===== src/rtl/mem_load_unit_pkg.sv =====
// Shared definitions for the load unit: load op codes, FSM state encoding,
// default address map and the access-size helper.
package mem_load_unit_pkg;

  localparam logic [2:0] OP_LW  = 3'b000;
  localparam logic [2:0] OP_LBU = 3'b001;
  localparam logic [2:0] OP_LB  = 3'b010;
  localparam logic [2:0] OP_LHU = 3'b011;
  localparam logic [2:0] OP_LH  = 3'b100;

  localparam logic [2:0] ST_IDLE = 3'd0;
  localparam logic [2:0] ST_CMD0 = 3'd1;
  localparam logic [2:0] ST_DAT0 = 3'd2;
  localparam logic [2:0] ST_CMD1 = 3'd3;
  localparam logic [2:0] ST_DAT1 = 3'd4;
  localparam logic [2:0] ST_RESP = 3'd5;

  localparam logic [31:0] DEF_DM_TOP    = 32'h0000_2fff;
  localparam logic [31:0] DEF_TMR0_BASE = 32'h0000_7f00;
  localparam logic [31:0] DEF_TMR1_BASE = 32'h0000_7f10;
  localparam logic [31:0] DEF_INT_BASE  = 32'h0000_7f20;
  localparam logic [31:0] TMR_SPAN      = 32'd12;
  localparam logic [31:0] INT_SPAN      = 32'd4;

  // Access size in bytes; 0 marks an illegal op code.
  function automatic logic [2:0] op_size(input logic [2:0] op);
    case (op)
      OP_LW:         op_size = 3'd4;
      OP_LBU, OP_LB: op_size = 3'd1;
      OP_LHU, OP_LH: op_size = 3'd2;
      default:       op_size = 3'd0;
    endcase
  endfunction

endpackage


===== src/rtl/mem_load_unit_load_extend.sv =====
// Little-endian merge of two bus words plus zero/sign extension of the
// selected byte, half or word.
module load_extend
  import mem_load_unit_pkg::*;
(
  input  logic [31:0] word0,
  input  logic [31:0] word1,
  input  logic [1:0]  offset,
  input  logic [2:0]  op,
  output logic [31:0] result
);

  logic [63:0] merged;

  always_comb begin
    merged = {word1, word0} >> {offset, 3'b000};
    case (op)
      OP_LW:   result = merged[31:0];
      OP_LBU:  result = {24'h0, merged[7:0]};
      OP_LB:   result = {{24{merged[7]}}, merged[7:0]};
      OP_LHU:  result = {16'h0, merged[15:0]};
      OP_LH:   result = {{16{merged[15]}}, merged[15:0]};
      default: result = 32'h0;
    endcase
  end

endmodule


===== src/rtl/mem_load_unit.sv =====
// Load unit: decodes AdEL at acceptance, fetches one or two bus words and
// returns the extended result. LOAD_UNALIGNED_EN enables misaligned DM loads.
//
// state   | meaning
// IDLE    | ready for a request
// CMD0    | issuing read of first word
// DAT0    | waiting for first word
// CMD1    | issuing read of next word (word-crossing access)
// DAT1    | waiting for next word
// RESP    | holding result until resp_ready
module mem_load_unit
  import mem_load_unit_pkg::*;
#(
  parameter int          ADDR_W    = 32,
  parameter logic [31:0] DM_TOP    = DEF_DM_TOP,
  parameter logic [31:0] TMR0_BASE = DEF_TMR0_BASE,
  parameter logic [31:0] TMR1_BASE = DEF_TMR1_BASE,
  parameter logic [31:0] INT_BASE  = DEF_INT_BASE
) (
  input  logic              clk,
  input  logic              reset,
  input  logic              req_valid,
  output logic              req_ready,
  input  logic [ADDR_W-1:0] req_addr,
  input  logic [2:0]        req_op,
  input  logic              req_ov,
  output logic              bus_cmd_valid,
  input  logic              bus_cmd_ready,
  output logic [ADDR_W-1:0] bus_addr,
  input  logic              bus_rvalid,
  input  logic [31:0]       bus_rdata,
  output logic              resp_valid,
  input  logic              resp_ready,
  output logic [31:0]       resp_data,
  output logic              resp_adel
);

  localparam int AW1 = ADDR_W + 1;

  logic [2:0]     state;
  logic [1:0]     offset_q;
  logic [2:0]     op_q;
  logic           cross_q;
  logic [31:0]    word0;

  logic [2:0]     size;
  logic [AW1-1:0] a_ext;
  logic           in_dm, in_tmr, in_int, op_bad, misaligned, crossing, adel;
`ifdef LOAD_UNALIGNED_EN
  logic [AW1-1:0] last_byte;
`endif

  // Address widened by one bit so window and end-of-DM compares cannot wrap.
  always_comb begin
    size       = op_size(req_op);
    a_ext      = {1'b0, req_addr};
    in_dm      = a_ext <= AW1'(DM_TOP);
    in_tmr     = (a_ext >= AW1'(TMR0_BASE) && a_ext < AW1'(TMR0_BASE) + AW1'(TMR_SPAN)) ||
                 (a_ext >= AW1'(TMR1_BASE) && a_ext < AW1'(TMR1_BASE) + AW1'(TMR_SPAN));
    in_int     = a_ext >= AW1'(INT_BASE) && a_ext < AW1'(INT_BASE) + AW1'(INT_SPAN);
    op_bad     = size == 3'd0;
    misaligned = (req_op == OP_LW && req_addr[1:0] != 2'b00) ||
                 ((req_op == OP_LH || req_op == OP_LHU) && req_addr[0]);
    crossing   = ({1'b0, req_addr[1:0]} + size) > 3'd4;
    adel       = req_ov || op_bad || !(in_dm || in_tmr || in_int) ||
                 (in_tmr && req_op != OP_LW);
`ifdef LOAD_UNALIGNED_EN
    last_byte  = a_ext + AW1'(size) - AW1'(1);
    if (misaligned && (!in_dm || last_byte > AW1'(DM_TOP))) adel = 1'b1;
`else
    if (misaligned) adel = 1'b1;
`endif
  end

  logic [31:0] ext_word0, ext_result;

  // In DAT0 the first word is still on the bus; in DAT1 it has been captured.
  assign ext_word0 = (state == ST_DAT0) ? bus_rdata : word0;

  load_extend u_load_extend (
    .word0  (ext_word0),
    .word1  (bus_rdata),
    .offset (offset_q),
    .op     (op_q),
    .result (ext_result)
  );

  assign req_ready     = state == ST_IDLE;
  assign bus_cmd_valid = (state == ST_CMD0) || (state == ST_CMD1);
  assign resp_valid    = state == ST_RESP;

  always_ff @(posedge clk) begin
    if (reset) begin
      state     <= ST_IDLE;
      offset_q  <= 2'b00;
      op_q      <= OP_LW;
      cross_q   <= 1'b0;
      word0     <= 32'h0;
      bus_addr  <= '0;
      resp_data <= 32'h0;
      resp_adel <= 1'b0;
    end else begin
      case (state)
        ST_IDLE: begin
          if (req_valid) begin
            offset_q <= req_addr[1:0];
            op_q     <= req_op;
            cross_q  <= crossing;
            if (adel) begin
              state     <= ST_RESP;
              resp_data <= 32'h0;
              resp_adel <= 1'b1;
            end else begin
              state    <= ST_CMD0;
              bus_addr <= {req_addr[ADDR_W-1:2], 2'b00};
            end
          end
        end
        ST_CMD0: if (bus_cmd_ready) state <= ST_DAT0;
        ST_DAT0: begin
          if (bus_rvalid) begin
            word0 <= bus_rdata;
            if (cross_q) begin
              state    <= ST_CMD1;
              bus_addr <= bus_addr + ADDR_W'(4);
            end else begin
              state     <= ST_RESP;
              resp_data <= ext_result;
              resp_adel <= 1'b0;
            end
          end
        end
        ST_CMD1: if (bus_cmd_ready) state <= ST_DAT1;
        ST_DAT1: begin
          if (bus_rvalid) begin
            state     <= ST_RESP;
            resp_data <= ext_result;
            resp_adel <= 1'b0;
          end
        end
        ST_RESP: if (resp_ready) state <= ST_IDLE;
        default: state <= ST_IDLE;
      endcase
    end
  end

endmodule


===== config.mk =====
export PLATFORM = sky130hd
export DESIGN_NAME = mem_load_unit
export DESIGN_NICKNAME = d
export VERILOG_FILES = /design/src/rtl/mem_load_unit_pkg.sv /design/src/rtl/mem_load_unit_load_extend.sv /design/src/rtl/mem_load_unit.sv
export SDC_FILE = /design/constraint.sdc
export NUM_CORES = 1
export LEC_CHECK = 0
export CELL_PAD_IN_SITES_DETAIL_PLACEMENT = 0
export CELL_PAD_IN_SITES_GLOBAL_PLACEMENT = 1
export CORE_MARGIN = 1
export CORE_UTILIZATION = 45
export CTS_CLUSTER_DIAMETER = 30
export DETAILED_ROUTE_END_ITERATION = 16
export DONT_BUFFER_PORTS = 1
export PLACE_DENSITY = 0.78
export SYNTH_ARGS = -nofsm -noshare
export SYNTH_HDL_FRONTEND = slang
export SYNTH_SLANG_ARGS = --single-unit
export TNS_END_PERCENT = 50

===== constraint.sdc =====
create_clock -name clk -period 2.28 [get_ports clk]
set_input_delay 0.342 -clock clk [delete_from_list [all_inputs] [get_ports clk]]
set_output_delay 0.342 -clock clk [all_outputs]
set_load 0.02 [all_outputs]

==> results list, run 1 <==
- The run finished with clean final reports.
- The synthesized design contains 0 enable-type register cells.
- Critical path required time: 2.53 ns
- Counting the fill cells in the layout gives 1,262.
- First-pass GRT wire length: 27,400 µm
- Share of synthesized registers carrying an async set or reset: 0%
* Worst Setup Path Type: register to register
- Sort of element at the start of the critical path: register
- After the first detailed-routing iteration, the DRC count stood at 341.
- Across the routed clock network, the largest skew measured is 0.00861 ns.
- Global routing consumed, on the met3 layer, 7.24% of the routing resources.
* Number of optimization iterations in the first detailed-route pass: 5
* Floorplan die height: 118 µm
- Setup Slack @ Placement: 0.0637 ns
- Register share of total power: 38.7%
- The multi-input combinational cells in the finished layout cover a total of 3700 µm².
- The number of max-slew violations in the final report was 0.
- Storage element area: 2080 µm²
- The share of synthesized area in the top cell type comes to 34.2%.
- Buffers placed on the I/O ports in this run total 0.
- The Yosys step of the flow raised 0 warnings.
- After synthesis the netlist holds a flip-flop and latch count of 104.
* Distinct cell type count of the synthesized netlist: 69
- Clock root buffer: sky130_fd_sc_hd__clkbuf_16
* Max_slew headroom: 49.8%
- After Yosys synthesis, full adders, half adders and majority gates account for 0.740% of the synthesized area.
* GRT met2 Usage: 37.5%
- Total global routing track utilization: 24.8%
- The most critical setup path has its startpoint at state[1]$_SDFFE_PP0P_.
* Synth-to-layout area growth: 12.4%
* Maximum number of pins on one net before global-route repair: 77
* Largest area contributor in the netlist: sky130_fd_sc_hd__dfxtp_1
- Wire length per cell after detailed routing: 18.8 µm
- For the pin with the worst max-slew slack, the measured transition is 0.751 ns.
- Vias per std cell: 6.04
- Share of post-route cells with drive strength above 1: 14.2%
- The synthesized netlist devotes 24.4% of its cell area to compound gates.
- Depth of the most critical reg-to-reg path: 7
* Most frequent standard cell in the layout excluding fill and tap cells: sky130_fd_sc_hd__nand2_1
- Met1 usage: 33.5%
- After global routing, the most crowded layer is met2.
- Reported max-cap violation count: 0
- Type of the most critical hold path: input port to register
- The worst path uses 95.4% of the clock period.
- The analysis attributes to cell leakage a power of 2.44 nW.
- The clock tree synthesis step divided the H-tree into 3 levels.
* Global placer's final weighted congestion: 0.846
- Nets@finish: 818
* Placement row count: 42
- The worst register-to-register path ends at bus_addr[10]$_SDFFE_PP0P_.
- Core Util, Final: 51.8%
- Drt drc: 0
* Worst-skew pair later-pin latency: 0.35 ns
* Maximum fanout encountered on the critical timing path: 24
- Mux share of post-synthesis cell area: 14.5%
- Portion of the post-synthesis area used by sequential elements: 34.2%
- HPWL after DPL: 12,400 µm
* Final non-filler cell area: 6840 µm²
* Post-Place Cell Area: 6490 µm²
- The synthesized netlist devotes 0.432% of its cell area to XOR and XNOR gates.
- Shortest clock period the worst path allows after layout: 2.17 ns
- Initial antenna violation count: 0
* Via count of the first global-routing pass: 5,210
- Wires add up to 17,300 µm.
- Synth top area cells: sky130_fd_sc_hd__dfxtp_1 (34%), sky130_fd_sc_hd__mux2i_1 (11%), sky130_fd_sc_hd__nand2_1 (7.4%)
- Main combinational cell family by area after synthesis: compound AO/OA/AOI/OAI gates
- The worst-case IR drop observed on VDD is 0.450 mV.
- Kind of end point of the critical path: register
- For this run, the top clock speed supported by timing is 0.460 GHz.
- A synthesized cell averages 8.30 µm².
* Netlist area before placement: 6090 µm²
- Number of antenna-violating nets in the routed design: 0
- Counting along the longest clock path gives a buffer depth of 2.
- Flip-flop cell with the highest count after synthesis: sky130_fd_sc_hd__dfxtp_1
* Share of power burned in combinational logic: 28.4%
- Hold Vio Cnt, Final: 0
- Setup repair after global routing could not meet its margin everywhere.
- Ports: 142
- Commonest non-fill, non-tap cells in the layout: sky130_fd_sc_hd__nand2_1 (119), sky130_fd_sc_hd__dfxtp_1 (103), sky130_fd_sc_hd__a21oi_1 (88), sky130_fd_sc_hd__mux2i_1 (65), sky130_fd_sc_hd__buf_4 (52)
- Clock tree synthesis inserted a total of 9 buffers.
- Clock tree synthesis found a total of 104 sinks.
* Number of endpoints failing setup at the final stage: 0
- Starting utilization of the core area: 46.1%
- Number of vias in the routed layout: 5,557
- Synthesis produced a netlist whose cell count is 733.
- Antenna diodes: 0
- Critical R2R Launch: state[1]$_SDFFE_PP0P_
- Dividing total power by cell area gives a power density of 772 nW/µm².
- At the worst endpoint, the arrival time is 2.43 ns.
- The analysis attributes to net switching a power of 1.74 mW.
* Critical Path Sink: bus_addr[10]$_SDFFE_PP0P_
- Core Box Area: 13,200 µm²
* Clock share of power: 33.0%
* Clock tree from TritonCTS: done
* Setup_tns: 0 ns
- After global routing the overflow that remains totals 0.
- After clock tree synthesis, the clock-pin slew on the worst setup and hold paths is 0.07 ns.
* Post-synthesis share of cell area spent on and, or, nand and nor gates: 20.0%
- Cell-internal power: 3.54 mW
- Final setup margin: 0.106 ns
- Switching share of power: 32.9%
- Measured along the x axis, the die boundary spans 118 µm.
* Die outline area: 14,000 µm²
- The setup check on the worst reg-to-reg path leaves a slack of 0.11 ns.
## final cells by class
cell class	instances	share of cell area [%]
flip-flops and latches	104	30.5
inverters	16	0.878
multi-input cells	554	54.1
well taps	176	3.22
clock buffers	10	3.35
clock inverters	4	1.39
repair buffers	56	6.62
## sequential cells by signal (all words and copies together), names as in the netlist
name	flops
resp_data	32
op_q	3
bus_addr	30
resp_adel	1
state	3
word0	32
offset_q	2
cross_q	1
## per-layer routing
layer | vias up | wire [µm]
li1 | 2715 | -
met1 | 2664 | 8070
met2 | 155 | 7650
met3 | 23 | 1200
met4 | 0 | 367
met5 | - | 0
## critical path, stage by stage (launching register included)
cell	delay, ns
sky130_fd_sc_hd__dfxtp_1	0.33
sky130_fd_sc_hd__buf_4	0.17
sky130_fd_sc_hd__nand2b_1	0.20
sky130_fd_sc_hd__a211oi_1	0.40
sky130_fd_sc_hd__nand2_2	0.20
sky130_fd_sc_hd__o21a_1	0.21
sky130_fd_sc_hd__buf_4	0.24
sky130_fd_sc_hd__o32ai_1	0.32
## power by group through the flow
stage	Clock (mW)	Sequential, mW	Combinational, mW
after floorplan	0	2.04	1.14
after global placement	0	2.08	1.45
after detailed placement	0	2.08	1.48
after CTS	1.77	2.04	1.48
after global routing	1.85	2.05	1.64
final	1.74	2.04	1.50
## cells in the mapped netlist, types with 3 or more instances
cell type,n
sky130_fd_sc_hd__nand3_1,15
sky130_fd_sc_hd__nand2_1,120
sky130_fd_sc_hd__dfxtp_1,104
sky130_fd_sc_hd__buf_4,4
sky130_fd_sc_hd__inv_1,14
sky130_fd_sc_hd__or2_0,5
sky130_fd_sc_hd__nand2b_1,4
sky130_fd_sc_hd__a21oi_1,88
sky130_fd_sc_hd__or4_1,3
sky130_fd_sc_hd__or3_1,7
sky130_fd_sc_hd__o211ai_1,27
sky130_fd_sc_hd__nor4_1,9
sky130_fd_sc_hd__clkbuf_1,33
sky130_fd_sc_hd__a21o_1,20
sky130_fd_sc_hd__o2bb2ai_1,14
sky130_fd_sc_hd__mux2i_1,68
sky130_fd_sc_hd__o32ai_1,10
sky130_fd_sc_hd__mux4_2,8
sky130_fd_sc_hd__nor3b_1,4
sky130_fd_sc_hd__a21oi_2,10
sky130_fd_sc_hd__buf_2,18
sky130_fd_sc_hd__buf_1,3
sky130_fd_sc_hd__nor3_1,18
sky130_fd_sc_hd__nand4_1,8
sky130_fd_sc_hd__and3_1,3
sky130_fd_sc_hd__o21ai_1,14
sky130_fd_sc_hd__a31oi_1,10
sky130_fd_sc_hd__a221oi_1,7
sky130_fd_sc_hd__nor2_1,25
sky130_fd_sc_hd__o31a_1,3
sky130_fd_sc_hd__nor2b_1,4
sky130_fd_sc_hd__nand4b_1,5
## cell families after synthesis
logic type,after synthesis
flip-flops,104
AND/OR/NAND/NOR,245
buffers and inverters,76
multiplexers,78
AO/OA/AOI/OAI,223
adder cells (fa/ha/maj),3
other,1
XOR/XNOR,3
## worst min path at each step
| stage | start | endpoint | slack [ns] | cells after the start |
|---|---|---|---|---|
| 2_1_floorplan | word0[0]$_SDFFE_PP0P_ | word0[0]$_SDFFE_PP0P_ | 0.44 | 2 |
| 3_3_place_gp | reset | offset_q[0]$_SDFFE_PP0P_ | 0.42 | 1 |
| 3_5_place_dp | reset | offset_q[0]$_SDFFE_PP0P_ | 0.42 | 1 |
| 4_1_cts | reset | bus_addr[3]$_SDFFE_PP0P_ | 0.05 | 1 |
| 5_1_grt | reset | state[1]$_SDFFE_PP0P_ | 0.05 | 1 |
| 6_report | reset | cross_q$_SDFFE_PP0P_ | 0.06 | 1 |
## what timing repair did
| item | in CTS | in global routing |
|---|---|---|
| endpoints found under the setup margin | 0 | 15 |
| resized for setup | 0 | 7 |
| setup buffers | 0 | 0 |
| hold buffers | 0 | 0 |
## per-stage QoR
step                      cells  total power [mW]  hold WS, ns
after CTS                   920              5.29       0.0480
after detailed placement    906              3.56        0.419
final                       920              5.28       0.0559
after global routing        920              5.54       0.0451
after global placement      906              3.52        0.419
after floorplan             734              3.18        0.436
(Power assumes the default switching activity.)
==> inputs of run 2 (changes only) <==
--- a/config.mk
+++ b/config.mk
@@ -5,6 +5,7 @@
 export SDC_FILE = /design/constraint.sdc
 export NUM_CORES = 1
 export LEC_CHECK = 0
+export CAP_MARGIN = 25
 export CELL_PAD_IN_SITES_DETAIL_PLACEMENT = 0
 export CELL_PAD_IN_SITES_GLOBAL_PLACEMENT = 1
 export CORE_MARGIN = 1
==> results of run 2 <==
No change in the layout: final DEF, timing and power equal those of run 1.
==> inputs of run 3 (changes only) <==
--- a/config.mk
+++ b/config.mk
@@ -9,11 +9,11 @@
 export CELL_PAD_IN_SITES_DETAIL_PLACEMENT = 0
 export CELL_PAD_IN_SITES_GLOBAL_PLACEMENT = 1
 export CORE_MARGIN = 1
-export CORE_UTILIZATION = 45
+export CORE_UTILIZATION = 47
 export CTS_CLUSTER_DIAMETER = 30
 export DETAILED_ROUTE_END_ITERATION = 16
 export DONT_BUFFER_PORTS = 1
-export PLACE_DENSITY = 0.78
+export PLACE_DENSITY = 0.81
 export SYNTH_ARGS = -nofsm -noshare
 export SYNTH_HDL_FRONTEND = slang
 export SYNTH_SLANG_ARGS = --single-unit
==> results list, run 3 (synthesis results as in run 1) <==
- Outcome: finished, final reports clean (unchanged)
- The reported leakage power came to 2.43 nW (was 2.44 nW).
* HPWL after DPL: 12,600 µm (was 12,400 µm)
- Switching share of power: 35.6% (was 32.9%)
- Antenna diodes: 0 (unchanged)
- The post-detailed-placement cell area is 6530 µm² (was 6490 µm²).
* Cell-internal power: 3.29 mW (was 3.54 mW)
* Via count of the first global-routing pass: 5,035 (was 5,210)
- The max-cap violation count is 0 (unchanged).
- Number of violations reported at the end of detailed-routing iteration 0: 518 (was 341)
- Hold Vio Cnt, Final: 0 (unchanged)
- Critical R2R Launch: state[0]$_SDFFE_PP0P_ (was state[1]$_SDFFE_PP0P_)
- Longest Clk Path Bufs: 2 (unchanged)
* Placement row count: 41 (was 42)
- The post-route fraction of the period consumed by the critical path came to 94.9% (was 95.4%).
- The endpoint arrival time on the critical path is 2.41 ns (was 2.43 ns).
- Total global routing track utilization: 26.2% (was 24.8%)
* Placed insts: 901 (was 906)
* FF-to-FF End: resp_data[24]$_SDFFE_PP0P_ (was bus_addr[10]$_SDFFE_PP0P_)
- Starting utilization of the core area: 48.2% (was 46.1%)
- Clock tree from TritonCTS: done (unchanged)
- The detailed-route wire length per cell was 18.9 µm (was 18.8 µm).
* Vias per std cell: 6.16 (was 6.04)
- WL final: 17,300 µm (about the same)
- The count of nets left with antenna violations after detail routing was 0 (unchanged).
* Most frequent standard cell in the layout excluding fill and tap cells: sky130_fd_sc_hd__nand2_1 (unchanged)
- Final Total Pwr: 5.11 mW (was 5.28 mW)
- The total number of H-tree levels is 3 (unchanged).
- Endpoint of the worst hold-timing path: offset_q[0]$_SDFFE_PP0P_ (was cross_q$_SDFFE_PP0P_)
- The final net count is 818 (unchanged).
- Kind of end point of the critical path: register (unchanged)
* Register share of total power: 39.8% (was 38.7%)
- Largest registers: resp_data (32), word0 (32), bus_addr (30) (unchanged)
- Critical hold path startpoint: reset (unchanged)
- Skew final: 0.0108 ns (was 0.00861 ns)
- The final global-route overflow total is 0 (unchanged).
* RSZ-0062 raised after global routing: true (unchanged)
* Sort of element at the start of the critical path: register (unchanged)
- The global placement routability congestion was 0.852 (was 0.846).
* Power dissipated by switching net loads: 1.82 mW (was 1.74 mW)
- The time the final worst path needs with I/O delays and setup came to 2.16 ns (was 2.17 ns).
* Peak ir drop on the vdd network: 0.381 mV (was 0.450 mV)
- Commonest non-fill, non-tap cells in the layout: sky130_fd_sc_hd__nand2_1 (120), sky130_fd_sc_hd__dfxtp_1 (103), sky130_fd_sc_hd__a21oi_1 (88), sky130_fd_sc_hd__mux2i_1 (66), sky130_fd_sc_hd__buf_4 (49) (was sky130_fd_sc_hd__nand2_1 (119), sky130_fd_sc_hd__dfxtp_1 (103), sky130_fd_sc_hd__a21oi_1 (88), sky130_fd_sc_hd__mux2i_1 (65), sky130_fd_sc_hd__buf_4 (52))
- The area occupied by multi-input gates came to 3690 µm² (was 3700 µm²).
- Setup Slack @ Placement: 0.0791 ns (was 0.0637 ns)
* Storage element area: 2080 µm² (unchanged)
- The core area was 12,600 µm² (was 13,200 µm²).
- Final non-filler cell area: 6850 µm² (was 6840 µm²)
* Number of vias in the routed layout: 5,657 (was 5,557)
* Final setup margin: 0.117 ns (was 0.106 ns)
- The classification of the worst setup path was register to register (unchanged).
- The pin slew with the least headroom to its limit was 0.572 ns (was 0.751 ns).
- The number of max-slew violations in the final report came to 0 (unchanged).
- The die boundary height is 116 µm (was 118 µm).
- Worst-skew pair later-pin latency: 0.36 ns (was 0.35 ns)
* Cell with the largest stage delay on the worst path: sky130_fd_sc_hd__mux2i_1 (was sky130_fd_sc_hd__a211oi_1)
- Final Non-Filler Cells: 918 (was 920)
* Fill cell count: 1,216 (was 1,262)
- The I/O pin count was 142 (unchanged).
* Sinks on the clock net: 104 (unchanged)
* Type of the most critical hold path: input port to register (unchanged)
* Initial antenna violation count: 0 (unchanged)
- First-pass GRT wire length: 27,000 µm (was 27,400 µm)
* Number of optimization iterations in the first detailed-route pass: 5 (unchanged)
- Maximum cell stage delay along the critical path: 0.38 ns (was 0.40 ns)
- The share of the core filled with cells was 54.3% (was 51.8%).
- The biggest fanout along the worst timing path was 13 (was 24).
- Drt drc: 0 (unchanged)
* Most frequent CP cell: sky130_fd_sc_hd__mux2i_1 (was sky130_fd_sc_hd__buf_4)
- The signed area change from the synthesized netlist to the final layout came to 12.5% (was 12.4%).
- The portion of total power attributed to the clock network was 30.3% (was 33.0%).
* Ordered cell list for the critical path: nor3b_4 -> buf_12 -> mux2i_1 -> mux2i_1 -> o211ai_1 -> a21oi_2 -> a21o_1 (was buf_4 -> nand2b_1 -> a211oi_1 -> nand2_2 -> o21a_1 -> buf_4 -> o32ai_1)
* FF-to-FF setup slack: 0.12 ns (was 0.11 ns)
* Power per unit of standard cell area: 746 nW/µm² (was 772 nW/µm²)
- Die outline area: 13,400 µm² (was 14,000 µm²)
- The count of cells along the worst hold path came to 1 (unchanged).
* Die extent in x: 116 µm (was 118 µm)
* Number of port buffers: 0 (unchanged)
- Max Clk Rate: 0.462 GHz (was 0.460 GHz)
* Reg clk slew, reported paths: 0.07 ns (about the same)
- The ratio of cells with drive above 1 in the final layout was 14.3% (was 14.2%).
* Critical path required time: 2.53 ns (about the same)
- Depth of the most critical reg-to-reg path: 7 (unchanged)
* Number of buffers created by CTS: 9 (unchanged)
- The worst max-slew margin expressed relative to the limit was 61.8% (was 49.8%).
* Clock root buffer: sky130_fd_sc_hd__clkbuf_16 (unchanged)
- The combinational group share of total power is 29.9% (was 28.4%).
- The maximum number of pins on one net before global-route repair was 77 (unchanged).
- Number of endpoints failing setup at the final stage: 0 (unchanged)
## run 3: worst max path at each step
stage | from | to | cells past startpoint | slack [ns]
floorplan | bus_addr[2]$_SDFFE_PP0P_ | bus_addr[18]$_SDFFE_PP0P_ | 6 | 0.14
global route | state[0]$_SDFFE_PP0P_ | resp_data[18]$_SDFFE_PP0P_ | 8 | -0.006
detailed placement | state[2]$_SDFFE_PP0P_ | resp_data[20]$_SDFFE_PP0P_ | 6 | 0.08
CTS | state[2]$_SDFFE_PP0P_ | resp_data[20]$_SDFFE_PP0P_ | 6 | 0.08
global placement | req_addr[26] | resp_data[12]$_SDFFE_PP0P_ | 7 | 0.14
finish | state[0]$_SDFFE_PP0P_ | resp_data[24]$_SDFFE_PP0P_ | 7 | 0.12
## run 3: worst max-delay path, delay by kind of cell (launching register included)
family          cells  cell delay [ns]
mux                 2             0.55
flops               1             0.37
compound gates      3             0.60
simple gates        1             0.34
buf+inv             1             0.20
## run 3: per-layer routing
metal	up-vias	GRT usage (%)	share of wire, %
li1	2715	-	-
met1	2740	37.2	45
met2	181	37.9	44
met3	21	8.37	9.5
met4	0	7.09	1.2
met5	-	0	0
## run 3: repair_timing
action / 4_1_cts / 5_1_grt
setup buffers: 0 / 1
endpoints found under the setup margin: 0 / 17
hold buffers: 0 / 0
gates resized for setup: 0 / 3
## run 3: power groups by stage
stage | logic, mW | registers, mW | clock network [mW]
final | 1.53 | 2.04 | 1.55
after global routing | 1.67 | 2.05 | 1.63
after CTS | 1.51 | 2.03 | 1.57
after detailed placement | 1.50 | 2.08 | 0
after global placement | 1.48 | 2.07 | 0
after floorplan | 1.14 | 2.04 | 0
## run 3: layout make-up
type,instances,share of cell area (%)
inverter,16,0.877
clock buffer,10,3.49
multi-input combinational,554,53.9
timing repair buffer,56,7.42
sequential,104,30.4
clock inverter,6,0.731
tap,172,3.14
## run 3: metrics by stage
step                      TNS [ns]  hold slack (ns)
after detailed placement         0            0.419
after global placement           0            0.417
final                            0           0.0470
after CTS                        0           0.0392
after floorplan                  0            0.436
after global routing       -0.0139           0.0395
